**config.mk**
```make
export PLATFORM = sky130hd
export DESIGN_NAME = wb_rr_arbiter
export DESIGN_NICKNAME = d
export VERILOG_FILES = /design/src/rtl/wb_rr_arbiter.sv
export SDC_FILE = /design/constraint.sdc
export NUM_CORES = 1
export LEC_CHECK = 0
export CELL_PAD_IN_SITES_DETAIL_PLACEMENT = 1
export CELL_PAD_IN_SITES_GLOBAL_PLACEMENT = 1
export CORE_AREA = 5 5 120 122
export DETAILED_ROUTE_END_ITERATION = 8
export DIE_AREA = 0 0 125 127
export DONT_BUFFER_PORTS = 1
export HOLD_SLACK_MARGIN = 0.1
export PLACE_DENSITY = 0.52
export SYNTH_ARGS = -nofsm -noshare
export SYNTH_HDL_FRONTEND = slang
export SYNTH_SLANG_ARGS = --single-unit
```
**constraint.sdc**
```tcl
create_clock -name wb_clk_i -period 1.55 [get_ports wb_clk_i]
set_clock_uncertainty 0.15 [all_clocks]
set_input_delay 0.155 -clock wb_clk_i [delete_from_list [all_inputs] [get_ports wb_clk_i]]
set_output_delay 0.155 -clock wb_clk_i [all_outputs]
set_load 0.02 [all_outputs]
```
**src/rtl/wb_rr_arbiter.sv**
```systemverilog
// wb_rr_arbiter: round-robin Wishbone arbiter, grant held per bus cycle, stall watchdog forces err
module wb_rr_arbiter #(
    parameter int NUM_MASTERS    = 2,
    parameter int TIMEOUT_CYCLES = 255,
    parameter int TMO_W          = 8
) (
    input  logic                      wb_clk_i,
    input  logic                      wb_rst_i,
    input  logic [NUM_MASTERS-1:0]    m_wb_cyc_i,
    input  logic [NUM_MASTERS-1:0]    m_wb_stb_i,
    input  logic [NUM_MASTERS-1:0]    m_wb_we_i,
    input  logic [4*NUM_MASTERS-1:0]  m_wb_sel_i,
    input  logic [32*NUM_MASTERS-1:0] m_wb_adr_i,
    input  logic [32*NUM_MASTERS-1:0] m_wb_dat_i,
    output logic [32*NUM_MASTERS-1:0] m_wb_dat_o,
    output logic [NUM_MASTERS-1:0]    m_wb_ack_o,
    output logic [NUM_MASTERS-1:0]    m_wb_err_o,
    output logic                      s_wb_cyc_o,
    output logic                      s_wb_stb_o,
    output logic                      s_wb_we_o,
    output logic [3:0]                s_wb_sel_o,
    output logic [31:0]               s_wb_adr_o,
    output logic [31:0]               s_wb_dat_o,
    input  logic [31:0]               s_wb_dat_i,
    input  logic                      s_wb_ack_i,
    input  logic                      s_wb_err_i,
    output logic [NUM_MASTERS-1:0]    grant_o
);
    localparam int N  = NUM_MASTERS;
    localparam int IW = N > 2 ? 2 : 1;

    typedef enum logic {IDLE, BUSY} state_t;

    state_t          state;
    logic [IW-1:0]   gidx, last, nxt;
    logic            found, busy, mcyc, mask, stall;
    logic [TMO_W-1:0] cnt;

    assign busy = state == BUSY;
    assign mcyc = busy && m_wb_cyc_i[gidx];
    // On the Nth stalled strobe the slave strobe is withdrawn and err is returned instead
    assign mask = (TIMEOUT_CYCLES != 0) && busy && m_wb_stb_i[gidx] && cnt == TMO_W'(TIMEOUT_CYCLES - 1);

    assign s_wb_cyc_o = mcyc;
    assign s_wb_stb_o = busy && m_wb_stb_i[gidx] && !mask;
    assign s_wb_we_o  = busy && m_wb_we_i[gidx];
    assign s_wb_sel_o = busy ? m_wb_sel_i[4*gidx +: 4] : '0;
    assign s_wb_adr_o = busy ? m_wb_adr_i[32*gidx +: 32] : '0;
    assign s_wb_dat_o = busy ? m_wb_dat_i[32*gidx +: 32] : '0;
    assign stall      = s_wb_stb_o && !s_wb_ack_i && !s_wb_err_i;

    always_comb begin
        m_wb_ack_o = '0;
        m_wb_err_o = '0;
        m_wb_dat_o = '0;
        if (mcyc) begin
            m_wb_ack_o[gidx] = s_wb_ack_i;
            m_wb_err_o[gidx] = s_wb_err_i || (mask && !s_wb_ack_i);
            m_wb_dat_o[32*gidx +: 32] = s_wb_dat_i;
        end
    end

    always_comb begin
        found = 1'b0;
        nxt   = last;
        for (int i = 1; i <= N; i++) begin
            if (!found && m_wb_cyc_i[(int'(last) + i) % N]) begin
                found = 1'b1;
                nxt   = IW'((int'(last) + i) % N);
            end
        end
    end

    always_ff @(posedge wb_clk_i) begin
        if (wb_rst_i) begin
            state   <= IDLE;
            grant_o <= '0;
            gidx    <= '0;
            last    <= IW'(N - 1);
            cnt     <= '0;
        end else begin
            cnt <= !stall ? '0 : (cnt < TMO_W'(TIMEOUT_CYCLES) ? cnt + 1'b1 : cnt);
            if (state == IDLE) begin
                if (found) begin
                    state   <= BUSY;
                    gidx    <= nxt;
                    grant_o <= N'(1) << nxt;
                end
            end else if (!m_wb_cyc_i[gidx]) begin
                state   <= IDLE;
                last    <= gidx;
                grant_o <= '0;
            end
        end
    end
endmodule
```
Word-level counts from Yosys, hierarchy flattened
Cells that the tools add are included.
- add/sub/neg operators: 4
- magnitude comparators: 5
- equal/unequal tests: 2
- shift operators: 6
- multiplexer cells: 30
- bitwise gates (word level): 8
- reductions and logical operators: 20
- operators by type and width (cell ; count):
    $shiftx 64x7->32 ; 2
    $and 64x64->64 ; 1
    $mux 32 ; 2
    $mux 64 ; 1
    $shift 32x34->64 const A ; 1
    $shiftx 32x34->64 ; 1
    $neg 6->34 ; 1
    $mux 1 ; 20
    $logic_and 1x1->1 ; 10
    $mux 2 ; 5
    $add 8x1->8 const B ; 1
    $eq 8x8->1 const B ; 1
    $lt 8x8->1 const B ; 1
    $shiftx 8x4->4 ; 1
    $lt 2x3->1 const B ; 2
    $reduce_and 2->1 ; 3
    $and 2x2->2 ; 2
    $logic_not 1->1 ; 4
    $mux 4 ; 1
    $not 1->1 ; 3
    $add 1x1->1 const B ; 2
    $and 1x1->1 const A ; 2
    $lt 1x2->1 const B ; 1
    $ne 2x2->1 const B ; 1
    6 further kinds ; 6
- register bits: 13
- input bits: 178
- output and inout bits: 141
- logic and storage cells: 80

Longest topological paths before layout
Gate-level depths: netlist of the first run.
- depth after elaboration: 12
- gate-level depth with buffers: 5
- gate-level depth less buffers: 5

Least setup slack after synthesis of the first run
Ideal clock, no wire load.
- path kind: reg-to-reg
- start: register cnt[0]
- end: register cnt[1]
- setup time: 0.087 ns
- arrival: 1.411 ns
- required time: 1.313 ns
- path slack: -0.098 ns
- stages on the path, launching flop included: 6
- buffers on the path: 0
- clock period less this slack: 1.648 ns
- path through: dfxtp_1 -> inv_1 -> ha_1 -> and3_1 -> a211o_4 -> nor4b_2
- cells in the longest elaborated chain, start to end: 8
- elaborated cells between the ends (all ways): 10
- classes of those cells: add/sub: 1; order compare: 1; eq/ne: 1; bitwise: 1; reduce/logical: 6
- ends and longest elaborated chain (what ; RTL line ; source):
    start: declaration ; 37 ; logic [TMO_W-1:0] cnt;
    start signal: assignment ; 82 ; cnt <= !stall ? '0 : (cnt < TMO_W'(TIMEOUT_CYCLES) ? cnt + 1'b1 : cnt);
    $eq 8x8->1 ; 42 ; assign mask = (TIMEOUT_CYCLES != 0) && busy && m_wb_stb_i[gidx] && cnt == TMO_W'(TIMEOUT_CYCLES - 1);
    $logic_and 1x1->1 ; 42 ;
    $logic_not 1->1 ; 45 ; assign s_wb_stb_o = busy && m_wb_stb_i[gidx] && !mask;
    $logic_and 1x1->1 ; 45 ;
    $logic_and 1x1->1 (2 in a row) ; 50 ; assign stall = s_wb_stb_o && !s_wb_ack_i && !s_wb_err_i;
    $not 1->1 (no source line) ; n/a ;
    $reduce_or 2->1 (no source line) ; n/a ;
Parallel ways exist; a longest one is shown, timed or not.
A chain may end at the register's enable or synchronous reset.

Worst setup path after layout of the first run
- start: register gidx
- end: output s_wb_adr_o[5]
- cells in the longest elaborated chain, start to end: 2
- ends and longest elaborated chain (what ; RTL line ; source):
    start: declaration ; 35 ; logic [IW-1:0] gidx, last, nxt;
    start signal: assignment ; 86 ; gidx <= nxt;
    $shiftx 64x7->32 ; 48 ; assign s_wb_adr_o = busy ? m_wb_adr_i[32*gidx +: 32] : '0;
    $mux 32 ; 48 ;
    end: declaration ; 22 ; output logic [31:0] s_wb_adr_o,
No other way between the ends.

==> results of run 1 <==
==> sequential cells by signal (all words and copies together) (netlist names) <==
signal / flops
cnt: 8
grant_o: 2
busy: 1
gidx: 1
last: 1
==> report_power, final <==
| group | switching [mW] | internal (mW) |
|---|---|---|
| logic | 0.646 | 0.611 |
| clock network | 0.141 | 0.347 |
| registers | 0.0237 | 0.348 |
==> metrics by stage <==
step | std cells | hold slack (ps) | setup WS (ps) | util [%] | TNS, ps
3_5_place_dp | 498 | 71.6 | -64.3 | 23.3 | -607
4_1_cts | 521 | 103 | -204 | 27.7 | -12570
2_1_floorplan | 318 | 74.1 | -16.3 | - | -16.3
6_report | 529 | 106 | -218 | 32.3 | -12390
3_3_place_gp | 498 | 73.4 | -48.1 | 23.3 | -83.5
5_1_grt | 529 | 142 | -255 | 32.3 | -20170
==> critical path: stages, from the launching register on <==
cell and delay (ps):
dfxtp_4 390, buf_12 150, buf_8 120, buf_16 150
mux2i_1 140, nor2b_2 270
==> kinds of logic (layout without fill, tap and decap cells) <==
family / Yosys count / count (layout) / share of synthesized area, %
flops: 13 / 13 / 10.7
compound gates: 27 / 27 / 8.16
xor+xnor: 1 / 1 / 0.359
fa+ha+maj: 2 / 2 / 1.03
mux: 71 / 71 / 29.2
simple gates: 172 / 172 / 44.8
buf+inv: 32 / 67 / 5.80
==> routing by layer <==
layer | vias up | part of all wire, %
met4 | 0 | 0.99
met1 | 1229 | 34
met3 | 10 | 10
li1 | 1151 | -
met5 | - | 0
met2 | 197 | 55
==> worst min path at each step <==
stage                        startpoint         end  slack, ps
after floorplan                wb_rst_i        gidx         70
after CTS                 m_wb_cyc_i[0]  grant_o[0]        100
after detailed placement       wb_rst_i        gidx         70
final                     m_wb_cyc_i[0]  grant_o[0]        110
after global routing      m_wb_cyc_i[0]  grant_o[0]        140
after global placement         wb_rst_i        gidx         70
==> area by class of cell <==
class	instances	area, µm²
sequential	13	272
clock buffer	4	78.8
multi-input combinational	273	2970
fill	1433	8860
tap	176	220
timing repair buffer	58	662
inverter	5	18.8
==> cells in the final DEF (no fill, tap or decap), drive strengths merged, types with 2 or more instances in the layout <==
cell,instances
nor2b,74
mux2i,70
and2,67
buf,53
dfxtp,13
a21oi,6
o21ai,5
inv,5
clkbuf,5
dlygate4sd3,4
nand2,4
nor3,4
o21bai,3
and3,3
nand3,3
nor4b,3
and4,2
nand4,2
nor4,2
a211oi,2
a31oi,2
nor2,2
a41oi,2
and3b,2
nor3b,2
ha,2
==> Yosys cell counts, types with 2 or more instances <==
cell type and number:
a211oi_1 2, a21oi_1 6, a31oi_1 2, a41oi_1 2, and2_1 67, and3_1 3, and3b_1 2, and4_1 2
buf_2 10, clkbuf_1 15, dfxtp_1 13, ha_1 2, inv_1 5, mux2i_1 70, nand2_1 4, nand3_1 3
nand4_1 2, nor2_1 2, nor2b_1 74, nor3_1 4, nor3b_1 2, nor4_2 2, nor4b_1 2, o21ai_0 5
o21bai_1 3
==> repair_timing <==
| action | in CTS | in global routing |
|---|---|---|
| hold buffers | 4 | 0 |
| gates cloned | 4 | 2 |
| gates resized for setup | 109 | 107 |
| pin swaps | 4 | 3 |
| hold endpoints to repair | 13 | 0 |
| setup endpoints to repair | 147 | 146 |
| setup buffers | 11 | 9 |
==> summary.md, run 1 <==
| Metric | Value |
|---|---|
| Worst vdd ir | `0.325 mV` |
| Warnings from Yosys | `0` |
| Slew @ Worst Pin | `332 ps` |
| CTS tree | `yes` |
| Seq/Total Area, Yosys | `10.7%` |
| Final wirelength | `12,400 µm` |
| ANT cells | `0` |
| Fin nets | `534` |
| Congestion Overflow GR | `0` |
| Final Slew Violations | `0` |
| Share of async-settable or async-resettable flops after synthesis | `0%` |
| GP Congestion | `0.790` |
| Crit path max fanout | `8` |
| Bufs on Longest Clock Path | `2` |
| Synth Flop Type | `dfxtp_1` |
| Leading area contributor after synthesis | `mux2i_1` |
| GRT Total Usage | `12.7%` |
| GRT busiest layer | `met2` |
| Via density | `4.89` |
| Largest net degree at the start of global routing | `81` |
| Path depth of the worst reg2reg path | `6` |
| P per Cell Area | `501 nW/µm²` |
| Initial DRC count | `94` |
| Failing checks | `negative setup slack` |
| Hold Vio Cnt, Final | `0` |
| Clk sinks | `13` |
| Drt drc | `0` |
| Clock latency on the worst-skew pair | `240 ps` |
| M3 GR Usage | `4.34%` |
| Design area | `4220 µm²` |
| CP Launch Type | `register` |
| Crit path time final | `1770 ps` |
| Leakage | `1.47 nW` |
| RSZ-0062 raised after global routing | `yes` |
| Vias | `2,587` |
| Worst slew margin | `77.7%` |
| F_max | `566 MHz` |
| Num rows | `42` |
| Layout Area Growth over Synthesis | `73.2%` |
| Number of global-route vias before repair | `2,717` |
| Core area | `13,100 µm²` |
| Synth area leaders | `mux2i_1 (29%), nor2b_1 (19%), and2_1 (17%)` |
| Hold WC Path Type | `input pin to register` |
| Area after DPL | `3050 µm²` |
| Critical Path Sink Type | `output pin` |
| Post-route ant nets | `0` |
| Layout cell share with drive strength beyond 1 | `73.4%` |
| Net Count, Synth | `498` |
| Crit share post-route | `114%` |
| Status | `complete, but fails checks` |
| Worst Hold Depth | `3` |
| Crit Path Category | `register to output pin` |
| Met1 GRT Util | `13.5%` |
| Crit path DAT | `1460 ps` |
| Chip Width | `125 µm` |
| Port bufs | `0` |
| Post-detail-place hpwl | `8710 µm` |
| Worst setup path startpoint | `gidx` |
| Post-Synthesis Cells | `318` |
| Setup violators final | `146` |
| Mapped Area | `2440 µm²` |
| H-Tree Depth | `1` |
| Initial antenna violation count | `0` |
| CTS clk-pin slew, worst paths | `50 ps` |
| Die area | `15,900 µm²` |
| Cts bufs inserted | `3` |
| Initial Utilization | `18.6%` |
| Reg-to-reg slack, setup | `-140 ps` |
| Top-area cell type share of the netlist area | `28.7%` |
| Routed WL per cell | `23.5 µm` |
| Synth unique cells | `39` |
| M2 GR Usage | `25.0%` |
| Worst R2R Start | `cnt[0]` |
| Worst setup margin | `-218 ps` |
| Syn Area/Cell | `7.67 µm²` |
| Clk root buf | `clkbuf_16` |
| Post-synth EDFFs | `0` |
| # IOs | `319` |
| First-pass GRT wire length | `16,300 µm` |
| WP data required | `1240 ps` |
| Yosys reg bits | `13` |
| Max-Cap Viols | `0` |
| Reg2Reg Capture Point | `cnt[1]` |
| Critical Path End | `s_wb_adr_o[5]` |
| Drt pass-1 iters | `4` |
| Die Y | `127 µm` |
| Tot Pwr | `2.12 mW` |
(Power assumes the default switching activity.)
==> run 2: changes to the inputs <==
--- a/config.mk
+++ b/config.mk
@@ -8,11 +8,13 @@
 export CELL_PAD_IN_SITES_DETAIL_PLACEMENT = 1
 export CELL_PAD_IN_SITES_GLOBAL_PLACEMENT = 1
 export CORE_AREA = 5 5 120 122
+export CTS_CLUSTER_DIAMETER = 100
 export DETAILED_ROUTE_END_ITERATION = 8
 export DIE_AREA = 0 0 125 127
 export DONT_BUFFER_PORTS = 1
 export HOLD_SLACK_MARGIN = 0.1
 export PLACE_DENSITY = 0.52
+export RECOVER_POWER = 50
 export SYNTH_ARGS = -nofsm -noshare
 export SYNTH_HDL_FRONTEND = slang
 export SYNTH_SLANG_ARGS = --single-unit
==> summary.md, run 2 (synthesized netlist as in run 1, its figures left out) <==
| Metric | Value |
|---|---|
| Hold_sp | `m_wb_cyc_i[0]` |
| Worst R2R Start | `cnt[0]` |
| Post-detail-place hpwl | `8710 µm (unchanged)` |
| Worst slew margin | `77.7% (unchanged)` |
| ANT cells | `0 (unchanged)` |
| Routed WL per cell | `23.5 µm (about the same)` |
| Die Y | `127 µm (unchanged)` |
| CTS clk-pin slew, worst paths | `50 ps (about the same)` |
| Crit share post-route | `114% (unchanged)` |
| Crit path max fanout | `8 (unchanged)` |
| Largest net degree at the start of global routing | `81 (unchanged)` |
| Crit path DAT | `1460 ps (about the same)` |
| Drt pass-1 iters | `4 (unchanged)` |
| Worst vdd ir | `0.325 mV (unchanged)` |
| Core Util, Final | `32.3% (about the same)` |
| Final wirelength | `12,400 µm (about the same)` |
| H-Tree Depth | `1 (unchanged)` |
| Clk sinks | `13 (unchanged)` |
| Bufs on Longest Clock Path | `2 (unchanged)` |
| Cts bufs inserted | `3 (unchanged)` |
| CTS tree | `yes` |
| Vias | `2,586 (-0.039%)` |
| F_max | `566 MHz (unchanged)` |
| Commonest non-fill, non-tap cell in the layout | `nor2b_2` |
| RSZ-0062 raised after global routing | `yes` |
| Slew @ Worst Pin | `332 ps (unchanged)` |
| Via density | `4.89 (about the same)` |
| GP Congestion | `0.790 (unchanged)` |
| Critical Path Sink Type | `output pin` |
| Hold_ws | `106 ps (unchanged)` |
| Initial Utilization | `18.6% (unchanged)` |
| P per Cell Area | `501 nW/µm² (about the same)` |
| Layout cell share with drive strength beyond 1 | `73.1% (-0.28 points)` |
| Number of flip-flops in the largest register | `8 (unchanged)` |
| Status | `complete, but fails checks` |
| Worst setup margin | `-218 ps (unchanged)` |
| Initial antenna violation count | `0 (unchanged)` |
| Clock latency on the worst-skew pair | `240 ps (about the same)` |
| Die area | `15,900 µm² (unchanged)` |
| Setup violators final | `146 (unchanged)` |
| Crit-path cells | `buf_12 > buf_8 > buf_16 > mux2i_1 > nor2b_2` |
| CP max stage cell | `dfxtp_4` |
| # IOs | `319 (unchanged)` |
| Largest Register | `cnt` |
| Fin nets | `534 (unchanged)` |
| Largest registers | `cnt x8, grant_o x2` |
| Core area | `13,100 µm² (unchanged)` |
| Failing checks | `negative setup slack` |
| Crit path time final | `1770 ps (unchanged)` |
| Crit Path Category | `register to output pin` |
| Chip Width | `125 µm (unchanged)` |
| Crit path buffers/inverters | `3 (unchanged)` |
| Crit-path max cell delay | `390 ps (about the same)` |
| Hold Vio Cnt, Final | `0 (unchanged)` |
| CP Launch Type | `register` |
| First-pass GRT wire length | `16,300 µm (unchanged)` |
| Port bufs | `0 (unchanged)` |
| Worst setup path startpoint | `gidx` |
| Commonest cells after routing, fill and taps aside | `nor2b_2 (39), and2_4 (35), and2_2 (31), buf_4 (30)` |
| Top Family by Delay on Critical Path | `buffers and inverters` |
| Hold WC Path Type | `input pin to register` |
| Layout Area Growth over Synthesis | `73.1% (about the same)` |
| Drt drc | `0 (unchanged)` |
| Post-route ant nets | `0 (unchanged)` |
| Congestion Overflow GR | `0 (unchanged)` |
| Final Slew Violations | `0 (unchanged)` |
| Max-Cap Viols | `0 (unchanged)` |
| Number of global-route vias before repair | `2,717 (unchanged)` |
| GRT Total Usage | `12.7% (unchanged)` |
| Clk root buf | `clkbuf_16` |
| WP data required | `1240 ps (about the same)` |
| Reg-to-reg slack, setup | `-140 ps (about the same)` |
| Initial DRC count | `94 (unchanged)` |
| Leakage | `1.47 nW (-0.28%)` |
| Num rows | `42 (unchanged)` |
run 2: changes by cell type in the layout (fill, tap and decap cells not counted), sizes merged:
| cell | change |
|---|---|
| clkbuf | +1 |
| buf | -1 |
run 2: worst paths after layout:
kind	end	depth (start not counted)
worst min register to register	grant_o[1]	2
worst max register to register	cnt[1]	6
worst min-delay path	grant_o[0]	3
worst max-delay path	s_wb_adr_o[5]	5
run 2: tightest hold or removal path: cells and delay by family:
kind	cells	cell delay, ps
compound gates	3	310
run 2: what timing repair did:
item,in CTS,in global routing
gates cloned,4,2
hold buffers,4,0
pin swaps,4,3
setup buffers,11,9
resized for setup,109,107
endpoints found under the hold margin,13,0
setup endpoints to repair,147,146
run 2: final cells by class:
class	instances	area, µm²
fill	1433	8860
inverter	5	18.8
timing repair buffer	58	658
sequential	13	272
multi-input combinational	273	2970
clock buffer	4	78.8
tap	176	220
run 2: through the flow:
step / total power, mW / cells / setup TNS (ps) / worst slack (ps) / instance area, µm²
floorplan: 1.08 / 318 / -16.3 / -16.3 / 2650
global placement: 1.21 / 498 / -83.5 / -48.1 / 3050
detailed placement: 1.23 / 498 / -607 / -64.3 / 3050
CTS: 1.91 / 521 / -12570 / -204 / 3620
global route: 2.21 / 529 / -20170 / -255 / 4220
finish: 2.11 / 529 / -12380 / -218 / 4220
run 2: per-layer routing:
| metal | GRT usage [%] | vias to the layer above | wire (µm) |
|---|---|---|---|
| met5 | 0 | - | 0 |
| met4 | 1.34 | 0 | 123 |
| met3 | 4.34 | 10 | 1270 |
| met2 | 25.0 | 197 | 6820 |
| met1 | 13.5 | 1228 | 4230 |
| li1 | - | 1151 | - |
run 2: report_power, final:
| part | internal (mW) | leakage, nW | switching, mW |
|---|---|---|---|
| sequential | 0.348 | 0.109 | 0.0236 |
| clock | 0.347 | 0.0382 | 0.141 |
| combinational | 0.609 | 1.32 | 0.646 |
==> run 3: changes to the inputs <==
--- a/config.mk
+++ b/config.mk
@@ -13,7 +13,7 @@
 export DIE_AREA = 0 0 125 127
 export DONT_BUFFER_PORTS = 1
 export HOLD_SLACK_MARGIN = 0.1
-export PLACE_DENSITY = 0.52
+export PLACE_DENSITY_LB_ADDON = 0.2
 export RECOVER_POWER = 50
 export SYNTH_ARGS = -nofsm -noshare
 export SYNTH_HDL_FRONTEND = slang
==> summary.md, run 3 (synthesized netlist as in run 1, its figures left out) <==
| Metric | Value |
|---|---|
| Hold Vio Cnt, Final | `0 (unchanged)` |
| Chip Width | `125 µm (unchanged)` |
| Largest registers | `cnt x8, grant_o x2` |
| Top Family by Delay on Critical Path | `flip-flops` |
| Slew @ Worst Pin | `536 ps (+204 ps)` |
| Port bufs | `0 (unchanged)` |
| Commonest cells after routing, fill and taps aside | `nor2b_2 (41), and2_4 (35), and2_2 (31)` |
| Crit path DAT | `1450 ps (about the same)` |
| Layout cell share with drive strength beyond 1 | `74.9% (+1.8 points)` |
| Highest metal used | `met4` |
| Routed WL per cell | `24.0 µm (+1.9%)` |
| Multi-input logic area | `2980 µm² (about the same)` |
| Post-route ant nets | `0 (unchanged)` |
| Initial Utilization | `18.6% (unchanged)` |
| Core area | `13,100 µm² (unchanged)` |
| Met2 routed WL | `7280 µm (+6.8%)` |
| Critical Path Sink Type | `output pin` |
| CTS clk-pin slew, worst paths | `50 ps (about the same)` |
| Post-detail-place hpwl | `8980 µm (+3.0%)` |
| RSZ-0062 raised after global routing | `yes` |
| Clock latency on the worst-skew pair | `240 ps (about the same)` |
| Initial DRC count | `51 (-46%)` |
| Clk root buf | `clkbuf_16` |
| Setup violators final | `147 (+0.68%)` |
| Number of flip-flops in the largest register | `8 (unchanged)` |
| Crit path max fanout | `8 (unchanged)` |
| Crit path buffers/inverters | `1 (-2)` |
| Congestion Overflow GR | `0 (unchanged)` |
| Largest Register | `cnt` |
| Die Y | `127 µm (unchanged)` |
| Status | `complete, but fails checks` |
| Met3 routed wirelength | `1180 µm (-7.5%)` |
| Leakage | `1.55 nW (+5.6%)` |
| Post-route insts no fill | `535 (+1.1%)` |
| Final Slew Violations | `0 (unchanged)` |
| GRT Total Usage | `12.6% (-0.11 points)` |
| First-pass GRT wire length | `16,200 µm (-0.67%)` |
| Number of global-route vias before repair | `2,680 (-1.4%)` |
| Largest net degree at the start of global routing | `74 (-8.6%)` |
| Num rows | `42 (unchanged)` |
| # IOs | `319 (unchanged)` |
| Worst setup margin | `-201 ps (+16.7 ps)` |
| Crit Path Category | `register to output pin` |
| DP Cell Count | `499 (+0.20%)` |
| CP Launch Type | `register` |
| Worst slew margin | `64.2% (-14 points)` |
| ANT cells | `0 (unchanged)` |
| Crit-path cells | `mux2_4 > a41oi_2 > nor2b_1 > buf_4` |
| CP max stage cell | `dfxtp_4` |
| Via density | `4.90 (+0.18%)` |
| Clk sinks | `13 (unchanged)` |
| Cts bufs inserted | `3 (unchanged)` |
| Fill cell count | `1,429 (-0.28%)` |
| Bufs on Longest Clock Path | `2 (unchanged)` |
| Drt pass-1 iters | `4 (unchanged)` |
| GP Congestion | `0.741 (-6.2%)` |
| P per Cell Area | `498 nW/µm² (-0.70%)` |
| CTS tree | `yes` |
| Drt drc | `0 (unchanged)` |
| WP data required | `1240 ps (about the same)` |
| Max-Cap Viols | `0 (unchanged)` |
| Fin nets | `540 (+1.1%)` |
| Hold WC Path Type | `input pin to register` |
| Core Util, Final | `33.9% (+1.6 points)` |
| Final wirelength | `12,800 µm (+3.1%)` |
| Commonest non-fill, non-tap cell in the layout | `nor2b_2` |
| H-Tree Depth | `1 (unchanged)` |
| Sequential Area | `270 µm² (-0.46%)` |
| Crit-path max cell delay | `430 ps (+40 ps)` |
| Initial antenna violation count | `0 (unchanged)` |
| Vias | `2,620 (+1.3%)` |
| Failing checks | `negative setup slack` |
| Crit path time final | `1750 ps (-16.7 ps)` |
| Die area | `15,900 µm² (unchanged)` |
| Layout Area Growth over Synthesis | `81.7%` |
| F_max | `571 MHz (+0.95%)` |
| Crit share post-route | `113% (-1.1 points)` |
| Worst vdd ir | `0.358 mV (+10%)` |
| Met1 wire length | `4120 µm (-2.5%)` |
## run 3: path summary, 6_finish.rpt
| path | start | to | slack (ps) | depth (start not counted) |
|---|---|---|---|---|
| max | gidx | m_wb_err_o[1] | -200 | 4 |
| min | m_wb_cyc_i[0] | grant_o[0] | 110 | 3 |
| max reg2reg | cnt[0] | cnt[1] | -150 | 6 |
| min reg2reg | last | last | 420 | 2 |
## run 3: layout make-up
cell class	count	area share, %
clock buffer	4	1.78
inverter	5	0.424
multi-input combinational	273	67.2
sequential	13	6.10
tap	176	4.97
timing repair buffer	64	19.6
## run 3: tightest hold or removal path, delay by kind of cell
family / cells / cell delay (ps)
AOI/OAI and AO/OA: 3 / 310
## run 3: metal layers
layer  vias up  GRT usage (%)
li1       1165              -
met1      1238           12.4
met2       199           26.1
met3        18           3.67
met4         0           2.10
met5         -              0
## run 3: repair_timing
action	in CTS	in global routing
gates cloned	5	8
setup endpoints to repair	144	148
buffers inserted	4	11
hold buffers	4	0
pin swaps	5	19
endpoints found under the hold margin	13	0
gates resized for setup	106	113
## run 3: power by group
group	switching (mW)	internal, mW	leakage [nW]
clock	0.149	0.348	0.0382
combinational	0.659	0.672	1.41
sequential	0.0290	0.348	0.108
total	0.837	1.37	1.55
## run 3: through the flow
step	TNS [ps]	total power [mW]	hold WS (ps)	instance area [µm²]	setup WS (ps)
final	-15530	2.20	113	4430	-201
after global routing	-23250	2.30	139	4430	-253
after CTS	-14580	1.92	112	3600	-196
after detailed placement	-929	1.24	70.5	3060	-78.0
after global placement	-490	1.23	68.0	3060	-48.6
after floorplan	-16.3	1.08	74.1	2650	-16.3
